File: config.mk
export PLATFORM = sky130hd
export DESIGN_NAME = uart_word_tx_flat
export DESIGN_NICKNAME = d
export VERILOG_FILES = /design/src/rtl/uart_pkg.sv /design/src/rtl/uart_word_tx_if.sv /design/src/rtl/uart_word_tx_baud_counter.sv /design/src/rtl/uart_word_tx.sv /design/src/flat_wrapper.sv
export SDC_FILE = /design/constraint.sdc
export NUM_CORES = 1
export LEC_CHECK = 0
export ABC_AREA = 1
export BUFFER_PORTS_ARGS = -buffer_cell sky130_fd_sc_hd__buf_2
export CORE_MARGIN = 4
export CORE_UTILIZATION = 58
export CTS_BUF_LIST = sky130_fd_sc_hd__clkbuf_8
export DETAILED_ROUTE_END_ITERATION = 12
export GPL_ROUTABILITY_DRIVEN = 1
export PLACE_DENSITY = 0.79
export SLEW_MARGIN = 10
export SYNTH_ARGS = -nofsm -noshare
export SYNTH_HDL_FRONTEND = slang
export SYNTH_SLANG_ARGS = --single-unit
File: constraint.sdc
create_clock -name clk -period 1.9 [get_ports clk]
set_input_delay 0.38 -clock clk [delete_from_list [all_inputs] [get_ports clk]]
set_output_delay 0.38 -clock clk [all_outputs]
set_load 0.005 [all_outputs]
File: src/rtl/uart_pkg.sv
`default_nettype none
// ============================================================================
// Module  : uart_pkg
// Brief   : Shared states and framing constants for the word transmitter.
// Revision: 1.0
// ============================================================================
package uart_pkg;

    typedef enum logic [2:0] {
        IDLE  = 3'd0,
        START = 3'd1,
        DATA  = 3'd2,
        STOP  = 3'd3,
        DONE  = 3'd4
    } tx_state_t;

    localparam logic START_BIT      = 1'b0;
    localparam logic STOP_BIT       = 1'b1;
    localparam int   BITS_PER_BYTE  = 8;
    localparam int   BITS_PER_FRAME = 10;

    // Index width that stays at least one bit wide for single-entry ranges.
    function automatic int idx_width(input int n);
        return (n > 1) ? $clog2(n) : 1;
    endfunction

endpackage
`default_nettype wire

File: src/rtl/uart_word_tx_if.sv
`default_nettype none
// ============================================================================
// Module  : uart_word_tx_if
// Brief   : Request/status bundle between control unit and word transmitter.
// Revision: 1.0
// ============================================================================
interface uart_word_tx_if #(
    parameter int DATA_WIDTH = 32
);
    logic                  SerialOutEn;
    logic [DATA_WIDTH-1:0] Data;
    logic                  SerialOut;
    logic                  TX_flag;
    logic                  Busy;

    modport master (
        output SerialOutEn,
        output Data,
        input  SerialOut,
        input  TX_flag,
        input  Busy
    );

    modport slave (
        input  SerialOutEn,
        input  Data,
        output SerialOut,
        output TX_flag,
        output Busy
    );
endinterface
`default_nettype wire

File: src/rtl/uart_word_tx_baud_counter.sv
`default_nettype none
// ============================================================================
// Module  : baud_counter
// Brief   : Bit-period timer; ticks on the last cycle of each serial bit.
// Revision: 1.0
// ============================================================================
module baud_counter
    import uart_pkg::*;
#(
    parameter int BAUD_DIV = 434
) (
    input  wire logic clk,
    input  wire logic reset,
    input  wire logic clear,
    output logic      tick
);
    localparam int               CNT_W = idx_width(BAUD_DIV);
    localparam logic [CNT_W-1:0] LAST  = CNT_W'(BAUD_DIV - 1);

    logic [CNT_W-1:0] count;

    assign tick = (count == LAST);

    always_ff @(posedge clk) begin
        if (reset || clear || tick) begin
            count <= '0;
        end else begin
            count <= count + CNT_W'(1);
        end
    end
endmodule
`default_nettype wire

File: src/rtl/uart_word_tx.sv
`default_nettype none
// ============================================================================
// Module  : uart_word_tx
// Brief   : Sends a latched word as back-to-back 8N1 frames, LSB byte first.
// Revision: 1.0
// ============================================================================
module uart_word_tx
    import uart_pkg::*;
#(
    parameter int DATA_WIDTH = 32,
    parameter int BAUD_DIV   = 434
) (
    input  wire logic       clk,
    input  wire logic       reset,
    uart_word_tx_if.slave   bus
);
    localparam int               NBYTES    = DATA_WIDTH / BITS_PER_BYTE;
    localparam int               BYTE_W    = idx_width(NBYTES);
    localparam logic [BYTE_W-1:0] LAST_BYTE = BYTE_W'(NBYTES - 1);

    tx_state_t             state, state_next;
    logic [DATA_WIDTH-1:0] shift_word, shift_next;
    logic [BYTE_W-1:0]     byte_idx, byte_next;
    logic [2:0]            bit_idx, bit_next;
    logic                  serial_out, serial_next;
    logic                  tx_flag, flag_next;
    logic                  busy, busy_next;
    logic                  tick;
    logic                  clear;

    baud_counter #(
        .BAUD_DIV (BAUD_DIV)
    ) u_baud (
        .clk   (clk),
        .reset (reset),
        .clear (clear),
        .tick  (tick)
    );

    always_ff @(posedge clk) begin
        if (reset) begin
            state      <= IDLE;
            shift_word <= '0;
            byte_idx   <= '0;
            bit_idx    <= '0;
            serial_out <= STOP_BIT;
            tx_flag    <= 1'b0;
            busy       <= 1'b0;
        end else begin
            state      <= state_next;
            shift_word <= shift_next;
            byte_idx   <= byte_next;
            bit_idx    <= bit_next;
            serial_out <= serial_next;
            tx_flag    <= flag_next;
            busy       <= busy_next;
        end
    end

    always_comb begin
        state_next = state;
        shift_next = shift_word;
        byte_next  = byte_idx;
        bit_next   = bit_idx;

        case (state)
            IDLE: begin
                if (bus.SerialOutEn) begin
                    state_next = START;
                    shift_next = bus.Data;
                    byte_next  = '0;
                    bit_next   = '0;
                end
            end
            START: begin
                if (tick) begin
                    state_next = DATA;
                end
            end
            DATA: begin
                if (tick) begin
                    if (bit_idx == 3'd7) begin
                        state_next = STOP;
                        bit_next   = '0;
                    end else begin
                        bit_next   = bit_idx + 3'd1;
                    end
                end
            end
            STOP: begin
                if (tick) begin
                    if (byte_idx == LAST_BYTE) begin
                        state_next = DONE;
                    end else begin
                        // Next byte moves into the low lane; no idle gap.
                        state_next = START;
                        byte_next  = byte_idx + BYTE_W'(1);
                        shift_next = shift_word >> BITS_PER_BYTE;
                    end
                end
            end
            DONE: begin
                state_next = IDLE;
            end
            default: begin
                state_next = IDLE;
            end
        endcase

        // Outputs are registered from the upcoming state so they line up
        // with the state they describe.
        serial_next = STOP_BIT;
        case (state_next)
            START:   serial_next = START_BIT;
            DATA:    serial_next = shift_next[bit_next];
            default: serial_next = STOP_BIT;
        endcase

        flag_next = (state_next == DONE);
        busy_next = (state_next == START) || (state_next == DATA) ||
                    (state_next == STOP);

        // Every state entry restarts the bit period.
        clear = (state_next != state) || (state == IDLE);
    end

    assign bus.SerialOut = serial_out;
    assign bus.TX_flag   = tx_flag;
    assign bus.Busy      = busy;
endmodule
`default_nettype wire

File: src/flat_wrapper.sv
// flat-port wrapper written by rule: the top's interface ports become plain ports
module uart_word_tx_flat import uart_pkg::*;
#(
    parameter int DATA_WIDTH = 32,
    parameter int BAUD_DIV   = 434
)
  (clk, reset, bus_SerialOutEn, bus_Data, bus_SerialOut, bus_TX_flag, bus_Busy);
  uart_word_tx_if #(.DATA_WIDTH(DATA_WIDTH)) bus_i ();
  input  wire logic clk;
  input  wire logic reset;
  input wire logic [$bits(bus_i.SerialOutEn)-1:0] bus_SerialOutEn;
  input wire logic [$bits(bus_i.Data)-1:0] bus_Data;
  output wire logic [$bits(bus_i.SerialOut)-1:0] bus_SerialOut;
  output wire logic [$bits(bus_i.TX_flag)-1:0] bus_TX_flag;
  output wire logic [$bits(bus_i.Busy)-1:0] bus_Busy;
  assign bus_i.SerialOutEn = bus_SerialOutEn;
  assign bus_i.Data = bus_Data;
  assign bus_SerialOut = bus_i.SerialOut;
  assign bus_TX_flag = bus_i.TX_flag;
  assign bus_Busy = bus_i.Busy;
  uart_word_tx #(.DATA_WIDTH(DATA_WIDTH), .BAUD_DIV(BAUD_DIV)) u_core (.clk(clk), .reset(reset), .bus(bus_i));
endmodule
==> metrics.cfg <==
[placed_design]
place_ws_ps=71.5
io_buffers=37
hpwlAfterDp_um=3710
routabilityCongestion=0.876

[drt]
wire_per_inst_um=12.5
firstDrtPassIters=4
finalWirelength_um=5610
drt-initial-drc-count=146
ant_nets=0
detail_route.vias_per_cell=5.33
route.detailed.drc=0
vias=2384

[sta]
slew_headroom_pct=71.6
worst_pin_slew_ps=423
hold_slack_ps=315
clock_skew_ps=5.23
hold_viol=0
setup_slack_ps=128
fmax_ghz=0.564
period_share_pct=93.3
fin_crit_ps=1770
slew_viol_final=0
totalNegativeSetupSlack_ps=0
setup_viol=0

[logic_synthesis]
synth_common_cells=nand2_1 (99), dfxtp_1 (52), a21oi_1 (40)
synth_area_leader_cell=dfxtp_1
synth_ff_type=dfxtp_1
synth_compound_area_share_pct=14.6
synth.net_count=391
synth_most_common_cell=nand2_1
synth-simple-area-share_pct=32.5
seq_area_frac_synth_pct=41.7
synth_area_per_cell_sq_um=7.11
muxShareOfSynthArea_pct=0
synthCells=351
synth.area.top_cells=dfxtp_1 (42%), nand2_1 (15%), a21oi_1 (8.0%)
yosysTopAreaCellShare_pct=41.7
synth_area_sq_mm=0.00249
synth_xor_xnor_area_share_pct=1.05
synthDistinctLibCells=30
async_reset_ff_share_pct=0
synth_top_family_by_area=simple AND/OR/NAND/NOR gates
ys.warnings.count=0
synth_edf_count=0
synth_seq_cells=52
synthAdderAreaFrac_pct=2.51

[floorplanning]
core_sq_mm=0.00409
fp.dieArea_sq_mm=0.00541
die-height_um=73.6
die_w_um=73.6
ioPinCount=38
start_util_pct=61.1
num_rows=23

[worst_setup_path]
critPathRequiredTime_ps=2110
ff2ff_path_depth=16
crit_type=reg2reg
worstPathArrival_ps=1980
reg2reg_slack_ps=130
critPathCaptureType=flip-flop
cp_max_fo=7
reg2reg_to=u_core.bus.SerialOut$_SDFF_PP1_
r2r_start=u_core.u_baud.count[1]$_SDFF_PP0_
critical_path.startpoint_type=flip-flop

[grt]
antenna_found_initial=0
grt_pass1_vias=2064
grt_max_degree=40
grt.overflow.total=0
grt_pass1_wl_um=9130
track_usage_pct=21.3

[finish]
area_growth_pct=18.8
finalNetCount=436
post-route-util_pct=72.5
drive_gt1_share_pct=21.9
diodes=0

[power_and_ir_drop]
p_leak_uw=0.00134
power.density_mw_per_mm2=726
ir_worst_vdd_mv=0.482

[clock_network]
cts_made_buffers=5
htreeDepth=2
holdBufCountCts=0
root_buffer=clkbuf_8
insertion_delay_ps=300
clkTransAtPathRegs_ps=90
cts.sinks=52
clk_path_buf_depth=2
cts_tree=done

[min_path]
hold_path.class=in2reg
min-delay-start=bus_Data[26]
whs_path_depth=3
hold_path_end=u_core.shift_word[26]$_SDFFE_PP0P_

[flow_run]
maxCapViolCount=0

[outcome]
outcome=finished, final reports clean

==> stage by stage <==
step,area (sq um),cells,power (uW)
after global routing,2960,447,2260
after global placement,2740,432,1420
final,2960,447,2150
after detailed placement,2740,432,1420
after CTS,2850,440,2160
after floorplan,2490,351,1340
==> cells by family (layout without fill, tap and decap cells) <==
logic type / after synthesis / after routing
DFF: 52 / 52
AOI/OAI and AO/OA: 63 / 63
xor gates and xnor gates: 3 / 3
buffers and inverters: 48 / 93
adders and majority gates: 5 / 5
and+or+nand+nor: 180 / 181
==> worst max path at each step <==
stage                                                  from                         endpoint  slack [ps]  cells after the start
final                     u_core.u_baud.count[1]$_SDFF_PP0_  u_core.bus.SerialOut$_SDFF_PP1_         130                     16
after global routing      u_core.u_baud.count[6]$_SDFF_PP0_  u_core.bus.SerialOut$_SDFF_PP1_         -20                     12
after CTS                 u_core.u_baud.count[0]$_SDFF_PP0_  u_core.bus.SerialOut$_SDFF_PP1_          50                     14
after detailed placement  u_core.u_baud.count[0]$_SDFF_PP0_  u_core.bus.SerialOut$_SDFF_PP1_          70                     14
after global placement    u_core.u_baud.count[0]$_SDFF_PP0_  u_core.bus.SerialOut$_SDFF_PP1_         150                     14
after floorplan           u_core.u_baud.count[0]$_SDFF_PP0_  u_core.bus.SerialOut$_SDFF_PP1_         290                     14
==> worst max-delay path, cell delays in order, from the launching register on <==
cell and delay [ps]:
dfxtp_2 340, inv_2 60, ha_4 130, nand2_2 60, nor2_4 220, buf_12 150, nand3_1 80, nand2_1 80
inv_1 40, nand2_1 70, nand2_1 60, nand2_1 80, nand2_1 50, nand2_1 60, nand3_1 70, nand3_1 90
nand2_1 50
==> sequential cells by signal (all words and copies together), names as in the netlist <==
signal / count
u_core.state: 3
u_core.bit_idx: 3
u_core.byte_idx: 2
u_core.u_baud.count: 9
u_core.bus.SerialOut: 1
u_core.bus.TX_flag: 1
u_core.shift_word: 32
u_core.bus.Busy: 1
==> power breakdown <==
group          internal (uW)  total, uW  switching (uW)
Clock                    386        741             355
Sequential              1140       1160            25.8
Combinational            104        249             144
Total                   1630       2150             525
==> timing repair <==
| item | in CTS | in global routing |
|---|---|---|
| buffers inserted | 0 | 6 |
| endpoints found under the setup margin | 0 | 24 |
| gates resized for setup | 0 | 19 |
==> cell type report <==
class | count | area (sq um)
Multi-Input combinational cell | 252 | 1310
Inverter | 38 | 143
Fill cell | 358 | 1120
Sequential cell | 52 | 1050
Tap cell | 50 | 62.6
Timing Repair Buffer | 47 | 293
Clock buffer | 5 | 68.8
Clock inverter | 3 | 38.8
==> metal layers <==
metal | vias to the layer above | wire [um] | global-route usage, %
met5 | - | 0 | 0
met2 | 61 | 2630 | 32.9
li1 | 1236 | - | -
met3 | 8 | 354 | 4.51
met4 | 0 | 85 | 6.64
met1 | 1079 | 2530 | 29.6
==> cells in the final DEF (no fill, tap or decap), drive strengths merged <==
cell type and count:
o2111ai 1, inv 39, nand4 3, bufinv 1
buf 47, nand2 105, ha 5, a21oi 40
nor3 2, a22oi 16, a211oi 1, xor2 3
nor4 2, clkbuf 5, clkinv 1, nand3b 1
a31oi 1, nor2 38, nor3b 2, o21ai 3
o211ai 1, dfxtp 52, nand3 28
(Power assumes the default switching activity.)
